[src/rtl/grid_plotter_if.sv]
`default_nettype none
// ============================================================================
//  Module      : grid_plotter_if
//  Description : Bundle of the plotter's control, board-RAM read port and
//                VGA plot-stream signals. The master side is the plotter,
//                the slave side is its environment (controller, RAM, VGA).
//  Revision    : 1.0  initial release
// ============================================================================
interface grid_plotter_if #(
    parameter int ADDR_W = 12
) ();
    logic              start;
    logic              hold;
    logic [ADDR_W-1:0] mem_addr;
    logic              mem_rdata;
    logic [7:0]        VGA_X;
    logic [6:0]        VGA_Y;
    logic              VGA_PLOT;
    logic [2:0]        VGA_COLOUR;
    logic              busy;
    logic              done;

    modport master (
        input  start,
        input  hold,
        input  mem_rdata,
        output mem_addr,
        output VGA_X,
        output VGA_Y,
        output VGA_PLOT,
        output VGA_COLOUR,
        output busy,
        output done
    );

    modport slave (
        output start,
        output hold,
        output mem_rdata,
        input  mem_addr,
        input  VGA_X,
        input  VGA_Y,
        input  VGA_PLOT,
        input  VGA_COLOUR,
        input  busy,
        input  done
    );
endinterface
`default_nettype wire

[src/rtl/grid_plotter.sv]
`default_nettype none
// ============================================================================
//  Module      : grid_plotter
//  Description : On a start pulse, sweeps the 1-bit-per-cell board RAM once in
//                row-major order and emits one VGA plot command per cell.
//                Address k leaves at edge N+k, its plot appears at N+k+2.
//                hold freezes the whole sweep without losing or repeating a
//                cell.
//  Options     : `define PLOT_DEAD_EN to plot dead cells too (DEAD_COLOUR),
//                giving a full repaint; otherwise only live cells are plotted.
//  Revision    : 1.0  initial release
// ============================================================================
module grid_plotter #(
    parameter int         X_SCREEN     = 49,
    parameter int         Y_SCREEN     = 49,
    parameter int         ADDR_W       = 12,
    parameter logic [2:0] ALIVE_COLOUR = 3'b111,
    parameter logic [2:0] DEAD_COLOUR  = 3'b000
) (
    input  wire logic      CLOCK_50,
    input  wire logic      rst,
    grid_plotter_if.master bus
);
    // Counter widths; a single-column/row screen still needs one bit.
    localparam int c_XW = (X_SCREEN > 0) ? $clog2(X_SCREEN + 1) : 1;
    localparam int c_YW = (Y_SCREEN > 0) ? $clog2(Y_SCREEN + 1) : 1;
    localparam logic [c_XW-1:0] c_X_MAX = c_XW'(X_SCREEN);
    localparam logic [c_YW-1:0] c_Y_MAX = c_YW'(Y_SCREEN);

    typedef enum logic [1:0] {
        ST_IDLE  = 2'd0,
        ST_SWEEP = 2'd1,
        ST_FLUSH = 2'd2
    } state_t;

    state_t            r_state;
    logic              r_busy;
    logic              r_done;
    logic [ADDR_W-1:0] r_addr;
    // Stage a: coordinates of the address currently on mem_addr.
    logic [c_XW-1:0]   r_x_a;
    logic [c_YW-1:0]   r_y_a;
    // Stage b: coordinates of the cell whose data is on mem_rdata.
    logic [c_XW-1:0]   r_x_b;
    logic [c_YW-1:0]   r_y_b;
    logic              r_vld_b;
    // While held the RAM keeps re-reading mem_addr, which is one cell ahead
    // of stage b, so stage b's data is captured on the first held edge and
    // replayed on release.
    logic              r_hold_d;
    logic              r_cell_sav;
    logic              r_plot;
    logic [7:0]        r_vga_x;
    logic [6:0]        r_vga_y;
    logic [2:0]        r_colour;

    logic              w_frozen;
    logic              w_cell;
    logic              w_plot;
    logic [2:0]        w_colour;
    logic              w_last;

    assign w_frozen = bus.hold && (r_state != ST_IDLE);
    assign w_cell   = r_hold_d ? r_cell_sav : bus.mem_rdata;
    assign w_colour = w_cell ? ALIVE_COLOUR : DEAD_COLOUR;
    assign w_last   = (r_x_a == c_X_MAX) && (r_y_a == c_Y_MAX);

`ifdef PLOT_DEAD_EN
    assign w_plot = r_vld_b;
`else
    assign w_plot = r_vld_b & w_cell;
`endif

    // Sweep FSM, address/coordinate pipeline and registered plot outputs.
    always_ff @(posedge CLOCK_50) begin
        if (rst) begin
            r_state    <= ST_IDLE;
            r_busy     <= 1'b0;
            r_done     <= 1'b0;
            r_addr     <= '0;
            r_x_a      <= '0;
            r_y_a      <= '0;
            r_x_b      <= '0;
            r_y_b      <= '0;
            r_vld_b    <= 1'b0;
            r_hold_d   <= 1'b0;
            r_cell_sav <= 1'b0;
            r_plot     <= 1'b0;
            r_vga_x    <= '0;
            r_vga_y    <= '0;
            r_colour   <= '0;
        end else begin
            r_done     <= 1'b0;
            r_hold_d   <= w_frozen;
            r_cell_sav <= w_cell;
            if (w_frozen) begin
                r_plot <= 1'b0;
            end else begin
                case (r_state)
                    ST_IDLE: begin
                        r_plot  <= 1'b0;
                        r_vld_b <= 1'b0;
                        if (bus.start) begin
                            r_state <= ST_SWEEP;
                            r_busy  <= 1'b1;
                            r_addr  <= '0;
                            r_x_a   <= '0;
                            r_y_a   <= '0;
                        end
                    end
                    ST_SWEEP, ST_FLUSH: begin
                        // Every SWEEP cycle has a valid address in stage a.
                        r_vld_b <= (r_state == ST_SWEEP);
                        r_x_b   <= r_x_a;
                        r_y_b   <= r_y_a;
                        r_plot  <= w_plot;
                        if (w_plot) begin
                            r_vga_x  <= 8'(r_x_b);
                            r_vga_y  <= 7'(r_y_b);
                            r_colour <= w_colour;
                        end
                        if (r_state == ST_SWEEP) begin
                            if (w_last) begin
                                r_state <= ST_FLUSH;
                            end else begin
                                r_addr <= r_addr + ADDR_W'(1);
                                if (r_x_a == c_X_MAX) begin
                                    r_x_a <= '0;
                                    r_y_a <= r_y_a + c_YW'(1);
                                end else begin
                                    r_x_a <= r_x_a + c_XW'(1);
                                end
                            end
                        end else if (!r_vld_b) begin
                            // Last cell has left the output stage.
                            r_state <= ST_IDLE;
                            r_busy  <= 1'b0;
                            r_done  <= 1'b1;
                        end
                    end
                    default: begin
                        r_state <= ST_IDLE;
                        r_busy  <= 1'b0;
                        r_plot  <= 1'b0;
                        r_vld_b <= 1'b0;
                    end
                endcase
            end
        end
    end

    assign bus.mem_addr   = r_addr;
    assign bus.VGA_X      = r_vga_x;
    assign bus.VGA_Y      = r_vga_y;
    assign bus.VGA_PLOT   = r_plot;
    assign bus.VGA_COLOUR = r_colour;
    assign bus.busy       = r_busy;
    assign bus.done       = r_done;

endmodule
`default_nettype wire

[src/flat_wrapper.sv]
// flat-port wrapper written by rule: the top's interface ports become plain ports
module grid_plotter_flat 
#(
    parameter int         X_SCREEN     = 49,
    parameter int         Y_SCREEN     = 49,
    parameter int         ADDR_W       = 12,
    parameter logic [2:0] ALIVE_COLOUR = 3'b111,
    parameter logic [2:0] DEAD_COLOUR  = 3'b000
)
  (CLOCK_50, rst, bus_start, bus_hold, bus_mem_rdata, bus_mem_addr, bus_VGA_X, bus_VGA_Y, bus_VGA_PLOT, bus_VGA_COLOUR, bus_busy, bus_done);
  grid_plotter_if #(.ADDR_W(ADDR_W)) bus_i ();
  input  wire logic CLOCK_50;
  input  wire logic rst;
  input wire logic [$bits(bus_i.start)-1:0] bus_start;
  input wire logic [$bits(bus_i.hold)-1:0] bus_hold;
  input wire logic [$bits(bus_i.mem_rdata)-1:0] bus_mem_rdata;
  output wire logic [$bits(bus_i.mem_addr)-1:0] bus_mem_addr;
  output wire logic [$bits(bus_i.VGA_X)-1:0] bus_VGA_X;
  output wire logic [$bits(bus_i.VGA_Y)-1:0] bus_VGA_Y;
  output wire logic [$bits(bus_i.VGA_PLOT)-1:0] bus_VGA_PLOT;
  output wire logic [$bits(bus_i.VGA_COLOUR)-1:0] bus_VGA_COLOUR;
  output wire logic [$bits(bus_i.busy)-1:0] bus_busy;
  output wire logic [$bits(bus_i.done)-1:0] bus_done;
  assign bus_i.start = bus_start;
  assign bus_i.hold = bus_hold;
  assign bus_i.mem_rdata = bus_mem_rdata;
  assign bus_mem_addr = bus_i.mem_addr;
  assign bus_VGA_X = bus_i.VGA_X;
  assign bus_VGA_Y = bus_i.VGA_Y;
  assign bus_VGA_PLOT = bus_i.VGA_PLOT;
  assign bus_VGA_COLOUR = bus_i.VGA_COLOUR;
  assign bus_busy = bus_i.busy;
  assign bus_done = bus_i.done;
  grid_plotter #(.X_SCREEN(X_SCREEN), .Y_SCREEN(Y_SCREEN), .ADDR_W(ADDR_W), .ALIVE_COLOUR(ALIVE_COLOUR), .DEAD_COLOUR(DEAD_COLOUR)) u_core (.CLOCK_50(CLOCK_50), .rst(rst), .bus(bus_i));
endmodule
[config.mk]
export PLATFORM = sky130hd
export DESIGN_NAME = grid_plotter_flat
export DESIGN_NICKNAME = d
export VERILOG_FILES = /design/src/rtl/grid_plotter_if.sv /design/src/rtl/grid_plotter.sv /design/src/flat_wrapper.sv
export SDC_FILE = /design/constraint.sdc
export NUM_CORES = 1
export LEC_CHECK = 0
export BUFFER_PORTS_ARGS = -buffer_cell sky130_fd_sc_hd__buf_2
export CAP_MARGIN = 20
export CORE_MARGIN = 2
export CORE_UTILIZATION = 55
export DETAILED_ROUTE_END_ITERATION = 10
export PLACE_DENSITY = 0.77
export REMOVE_ABC_BUFFERS = 1
export SETUP_SLACK_MARGIN = 0.2
export SYNTH_ARGS = -nofsm -noshare
export SYNTH_HDL_FRONTEND = slang
export SYNTH_SLANG_ARGS = --single-unit
[constraint.sdc]
create_clock -name CLOCK_50 -period 3.2 [get_ports CLOCK_50]
set_input_delay 0.64 -clock CLOCK_50 [delete_from_list [all_inputs] [get_ports CLOCK_50]]
set_output_delay 0.64 -clock CLOCK_50 [all_outputs]
set_load 0.05 [all_outputs]
* Word-level counts from Yosys, hierarchy flattened
Index checks and enable logic that the tools add are counted.
Word-level totals: bits in registers 59, bits of input ports 5, output and inout bits 33, logic and storage cells 73
Operators by class: add/sub/neg operators 3, equal/unequal tests 12, muxes and demuxes 26, bitwise logic cells 3, reduce and logical (&&, ||, !) cells 14
Operators with widths (count):
- 6-bit two-way mux | 7
- 12-bit two-way mux | 3
- 12-bit case mux with 2 select lines | 1
- 6-bit case mux with 2 select lines | 2
- 12-bit by 1-bit adder with 12-bit output (second input constant) | 1
- 6-bit by 1-bit adder with 6-bit output (second input constant) | 2
- 6-bit == test (second input constant) | 2
- 2-bit two-way mux | 4
- 2-bit != test (second input constant) | 4
- 4-bit AND reduction | 2
- 1-bit two-way mux | 6
- 6-bit AND reduction | 1
- 5-bit AND reduction | 1
- 2-bit by 1-bit != test with 1-bit output (second input constant) | 2
- 2-bit case mux with 2 select lines | 1
- 2-bit nonzero test | 2
- 4-bit OR reduction | 1
- 3-bit two-way mux | 1
- 3-bit by 2-bit != test with 1-bit output (second input constant) | 1
- 3-bit != test (second input constant) | 1
- 3-bit AND reduction | 1
- 3-bit OR reduction | 1
- 2-bit by 1-bit == test with 1-bit output (second input constant) | 1
- 2-bit == test (second input constant) | 1
- other kinds (7) | 9

* Logic depth before layout (Yosys ltp)
word-level depth 5, depth in mapped cells 9, mapped depth without buffers 7

* Worst setup path after synthesis
Ideal clock, no wire load.
path kind register to register, start point register u_core.r_state[1], end point register u_core.r_x_a[1], library setup time 0.067 ns, data arrival time 2.019 ns, data required time 3.133 ns, setup slack 1.114 ns, cell stages (with the launch flop) 8, path buffers 0, clock period less this slack 2.086 ns, cell sequence dfxtp_1 > inv_1 > ha_1 > or3b_1 > a21oi_1 > o21ai_2 > or3_2 > a21oi_2
On the way: longest elaborated chain between the ends 4, elaborated cells between the ends (all ways) 13, classes of those cells eq/ne: 5; mux: 1; bitwise: 1; reduce/logical: 6
Ends and longest elaborated chain:
- start: declaration | line grid_plotter.sv:36 | state_t r_state;
- start signal: assignment | line grid_plotter.sv:77 | r_state <= ST_IDLE;
- start signal: assignment | line grid_plotter.sv:104 | r_state <= ST_SWEEP;
- start signal: assignment | line grid_plotter.sv:124 | r_state <= ST_FLUSH;
- 2-bit == test (tied with other cells) | line grid_plotter.sv:99 | case (r_state)
- 2-bit OR reduction or 1-bit logical AND (tied branches) | line grid_plotter.sv:99, grid_plotter.sv:63
- 2-bit != test (no line) (tied with other cells)
- 5-bit AND reduction (no line)
- end signal: assignment | line grid_plotter.sv:131 | r_x_a <= r_x_a + c_XW'(1);
- end: declaration | line grid_plotter.sv:41 | logic [c_XW-1:0] r_x_a;
Several ways; a longest one is shown, not always the timed one. A chain may end at the register's enable or synchronous reset.

* Worst setup path after layout
Same ends and word-level chain as after synthesis.

==> run_summary.xml <==
<?xml version="1.0" encoding="UTF-8"?>
<metrics>
  <group name="finish">
    <metric name="layout-area-overhead-vs-synth" unit="%">17.5</metric>
    <metric name="fillerInstances" unit="">387</metric>
    <metric name="layout_common_cells" unit="">57 x sky130_fd_sc_hd__dfxtp_1, 34 x sky130_fd_sc_hd__buf_2, 33 x sky130_fd_sc_hd__a21oi_1</metric>
    <metric name="layout.cells.most_common" unit="">sky130_fd_sc_hd__dfxtp_1</metric>
    <metric name="net_count_reported_at_finish" unit="">360</metric>
    <metric name="diodes" unit="">0</metric>
    <metric name="final_layout_size_suffix_gt1_share" unit="%">20.2</metric>
  </group>
  <group name="power">
    <metric name="ir_drop" unit="mV">0.373</metric>
    <metric name="power.density_cell_area" unit="mW/mm^2">606</metric>
    <metric name="standby_leakage_power" unit="nW">1.38</metric>
  </group>
  <group name="setup_path">
    <metric name="critical_path_required" unit="ns">3.47</metric>
    <metric name="setup.reg_to_reg.worst_slack" unit="ns">0.76</metric>
    <metric name="startpoint_type_of_the_worst_setup_path" unit="">flop</metric>
    <metric name="critPathLaunch" unit="">u_core.r_state[1]</metric>
    <metric name="worstRegToRegCells" unit="">7</metric>
    <metric name="critical_path.reg2reg.endpoint" unit="">u_core.r_x_a[1]</metric>
    <metric name="worstSetupEndpoint" unit="">u_core.r_x_a[1]</metric>
    <metric name="worst-endpoint-arrival" unit="ns">2.71</metric>
    <metric name="cp_max_fo" unit="">14</metric>
    <metric name="timing.critical_path.to_type" unit="">flop</metric>
    <metric name="rr_startpoint" unit="">u_core.r_state[1]</metric>
    <metric name="critical_path_class" unit="">reg2reg</metric>
  </group>
  <group name="timing">
    <metric name="period_needed" unit="ns">2.44</metric>
    <metric name="max_slew_margin" unit="%">57.1</metric>
    <metric name="finalSetupViolations" unit="">0</metric>
    <metric name="setup_ws" unit="ns">0.761</metric>
    <metric name="setup_total_negative_slack" unit="ns">0</metric>
    <metric name="fmax" unit="GHz">0.410</metric>
    <metric name="grt_setup_unrepaired" unit="">false</metric>
    <metric name="worst_pin_slew" unit="ns">0.635</metric>
    <metric name="report.final.hold_viol_count" unit="">0</metric>
    <metric name="finClkSkew" unit="ns">0.00379</metric>
    <metric name="drv_slew" unit="">0</metric>
    <metric name="timing.final.crit_share" unit="%">76.2</metric>
  </group>
  <group name="yosys">
    <metric name="asyncSetResetFlopFracSynth" unit="%">0</metric>
    <metric name="dominant_combinational_cell_family_by_area_after_synthesis" unit="">simple AND/OR/NAND/NOR gates</metric>
    <metric name="synth_compound_area_share" unit="%">16.8</metric>
    <metric name="synthAdderAreaFrac" unit="%">4.18</metric>
    <metric name="post_synth.cell_area_avg" unit="sq um">8.55</metric>
    <metric name="postSynthRegisterBits" unit="">57</metric>
    <metric name="synthDominantAreaCellType" unit="">sky130_fd_sc_hd__dfxtp_1</metric>
    <metric name="count_of_flip_flops_with_a_built_in_enable_after_synthesis" unit="">0</metric>
    <metric name="synth_flop_cell" unit="">sky130_fd_sc_hd__dfxtp_1</metric>
    <metric name="yosys.area.top_type_share" unit="%">42.4</metric>
    <metric name="xor_and_xnor_area_share_after_synthesis" unit="%">0</metric>
    <metric name="yosys-top-cells-area" unit="">sky130_fd_sc_hd__dfxtp_1 42%, sky130_fd_sc_hd__a21oi_1 6.1%, sky130_fd_sc_hd__mux2i_1 5.6%</metric>
    <metric name="post_synth_inst_count" unit="">315</metric>
    <metric name="post_synth_instance_area" unit="sq mm">0.00269</metric>
    <metric name="mux_contribution_to_synthesized_area" unit="%">5.99</metric>
    <metric name="synth_simple_gate_area_share" unit="%">25.3</metric>
    <metric name="yosysSeqAreaShare" unit="%">42.4</metric>
    <metric name="synth_cell_type_count" unit="">59</metric>
    <metric name="yosysWarnings" unit="">0</metric>
  </group>
  <group name="routing">
    <metric name="vias_per_cell" unit="">5.68</metric>
    <metric name="route.detailed.wl_per_inst" unit="um">13.6</metric>
    <metric name="total_number_of_vias" unit="">2375</metric>
    <metric name="drc_violation_total_after_the_first_tritonroute_iteration" unit="">140</metric>
    <metric name="drc_errors" unit="">0</metric>
    <metric name="detailedRoute.firstPassIterationCount" unit="">4</metric>
    <metric name="postRouteAntennaNets" unit="">0</metric>
    <metric name="routed_wl" unit="mm">5.68</metric>
  </group>
  <group name="die">
    <metric name="start_util" unit="%">57.0</metric>
    <metric name="design.die.area" unit="sq mm">0.00547</metric>
    <metric name="chipHeight" unit="um">74.0</metric>
    <metric name="core_area" unit="sq mm">0.00472</metric>
    <metric name="fp-row-count" unit="">25</metric>
    <metric name="die_width" unit="um">74.0</metric>
    <metric name="design.portCount" unit="">38</metric>
  </group>
  <group name="global_routing">
    <metric name="globalRoute.totalOverflow" unit="">0</metric>
    <metric name="grt_start_max_net_pins" unit="">41</metric>
    <metric name="number_of_global_route_vias_before_repair" unit="">2157</metric>
    <metric name="global_route.usage.total" unit="%">23.3</metric>
    <metric name="antenna_violations_before_repair" unit="">0</metric>
    <metric name="global_route_wire_length_before_repair" unit="mm">9.76</metric>
  </group>
  <group name="placed_design">
    <metric name="place_congestion" unit="">0.864</metric>
    <metric name="port_buffers" unit="">34</metric>
    <metric name="dpl.hpwl" unit="mm">3.78</metric>
    <metric name="pre_cts_slack" unit="ns">0.869</metric>
  </group>
  <group name="cts">
    <metric name="source_to_sink_clock_delay_at_the_later_pin_of_the_worst_skew_pair" unit="ns">0.34</metric>
    <metric name="tritoncts.num_buffers" unit="">9</metric>
    <metric name="cts.root.buffer_cell" unit="">sky130_fd_sc_hd__clkbuf_8</metric>
    <metric name="cts-htree-levels" unit="">3</metric>
    <metric name="postCtsResizedCells" unit="">0</metric>
    <metric name="cts_tree" unit="">built</metric>
    <metric name="clkTransAtPathRegs" unit="ns">0.06</metric>
    <metric name="cts-hold-fix-buffers" unit="">0</metric>
    <metric name="max-clock-path-buffers" unit="">2</metric>
    <metric name="post-cts-setup-buffer-count" unit="">0</metric>
    <metric name="cts_num_sinks" unit="">57</metric>
  </group>
  <group name="run">
    <metric name="drv.max_cap_violation_count" unit="">0</metric>
  </group>
  <group name="run_status">
    <metric name="outcome" unit="">completed</metric>
  </group>
  <group name="min_path">
    <metric name="hp-class" unit="">reg2reg</metric>
  </group>
</metrics>
[per-layer routing]
| metal | vias up | global-route usage [%] | wire length, um |
|---|---|---|---|
| met5 | - | 0 | 0 |
| met4 | 0 | 12.5 | 141 |
| met3 | 14 | 5.28 | 249 |
| met2 | 62 | 37.6 | 2670 |
| met1 | 1120 | 29.0 | 2610 |
| li1 | 1179 | - | - |
[state kept, by name, summed over array words and instances (netlist names)]
register               count
u_core.r_x_b               6
u_core.r_vld_b             1
u_core.r_y_b               6
u_core.bus.VGA_X           6
u_core.r_y_a               6
u_core.bus.done            1
u_core.bus.mem_addr       12
u_core.bus.VGA_PLOT        1
u_core.bus.VGA_COLOUR      1
u_core.bus.VGA_Y           6
u_core.bus.busy            1
u_core.r_x_a               6
u_core.r_hold_d            1
u_core.r_cell_sav          1
u_core.r_state             2
[how the worst min path moves through the flow]
stage	end	startpoint	cells past startpoint	slack [ns]
after floorplan	u_core.r_x_b[0]	u_core.r_x_b[0]	2	0.43
after global placement	u_core.r_x_b[2]	u_core.r_x_b[2]	2	0.44
after detailed placement	u_core.r_y_b[5]	u_core.r_y_b[5]	2	0.45
after CTS	u_core.r_y_b[5]	u_core.r_y_b[5]	2	0.46
after global routing	u_core.r_x_b[4]	u_core.r_x_b[4]	2	0.48
final	u_core.r_x_b[1]	u_core.r_x_b[1]	2	0.46
[stage by stage]
| stage | cell area, sq um | power, W | utilization, % | instances | hold WS (ns) |
|---|---|---|---|---|---|
| after global routing | 3170 | 0.00199 | 67.0 | 418 | 0.479 |
| after floorplan | 2590 | 0.000924 | - | 295 | 0.430 |
| final | 3170 | 0.00192 | 67.0 | 418 | 0.455 |
| after CTS | 3170 | 0.00193 | 67.0 | 418 | 0.457 |
| after global placement | 2890 | 0.000998 | 61.2 | 402 | 0.443 |
| after detailed placement | 2890 | 0.00100 | 61.2 | 402 | 0.448 |
[worst max-delay path, stage by stage (launching register included)]
cell	delay, ns
sky130_fd_sc_hd__dfxtp_1	0.42
sky130_fd_sc_hd__inv_1	0.11
sky130_fd_sc_hd__ha_1	0.32
sky130_fd_sc_hd__or3b_1	0.39
sky130_fd_sc_hd__a21oi_1	0.25
sky130_fd_sc_hd__o21ai_2	0.23
sky130_fd_sc_hd__or3_2	0.51
sky130_fd_sc_hd__a21oi_2	0.13
[cells by family (layout without fill, tap and decap cells)]
logic type,count (synthesis),after routing
AND/OR/NAND/NOR,129,129
other,1,3
multiplexers,16,16
flip-flops,57,57
adder cells (fa/ha/maj),9,9
AO/OA/AOI/OAI,73,73
buffers and inverters,30,64
[cell usage after synthesis, types with 2 or more instances]
master                     number
sky130_fd_sc_hd__a31oi_1        2
sky130_fd_sc_hd__and3_1         4
sky130_fd_sc_hd__nand3_1       23
sky130_fd_sc_hd__nor2b_1        2
sky130_fd_sc_hd__buf_2          2
sky130_fd_sc_hd__nor4_1         2
sky130_fd_sc_hd__nand4_1        5
sky130_fd_sc_hd__nor3_2         4
sky130_fd_sc_hd__dfxtp_1       57
sky130_fd_sc_hd__a21oi_1       33
sky130_fd_sc_hd__buf_4          5
sky130_fd_sc_hd__inv_1          7
sky130_fd_sc_hd__o21ai_0       13
sky130_fd_sc_hd__or3_1          4
sky130_fd_sc_hd__nor2_1        28
sky130_fd_sc_hd__clkbuf_1      13
sky130_fd_sc_hd__mux2i_1       15
sky130_fd_sc_hd__nor3_1         9
sky130_fd_sc_hd__o31ai_1        2
sky130_fd_sc_hd__a21o_1         5
sky130_fd_sc_hd__nand2b_1       3
sky130_fd_sc_hd__or3_2          2
sky130_fd_sc_hd__nand2_1       28
sky130_fd_sc_hd__ha_1           9
sky130_fd_sc_hd__o21a_1         2
sky130_fd_sc_hd__a41oi_1        2
sky130_fd_sc_hd__or4_1          2
[where the power goes]
part | switching (W) | total [W] | internal [W]
Combinational | 0.000184 | 0.000256 | 0.0000719
Clock | 0.000288 | 0.000925 | 0.000637
Sequential | 0.0000124 | 0.000736 | 0.000724
Total | 0.000485 | 0.00192 | 0.00143
[layout make-up]
cell class	count	area, sq um	area share (%)
multi-input cells	230	1420	44.8
flip-flops and latches	57	1140	36.0
clock inverters	5	125	3.95
well taps	67	83.8	2.65
inverters	8	30.0	0.949
repair buffers	40	215	6.80
clock buffers	11	151	4.78
Note: power is estimated with default switching activity, not from simulation.
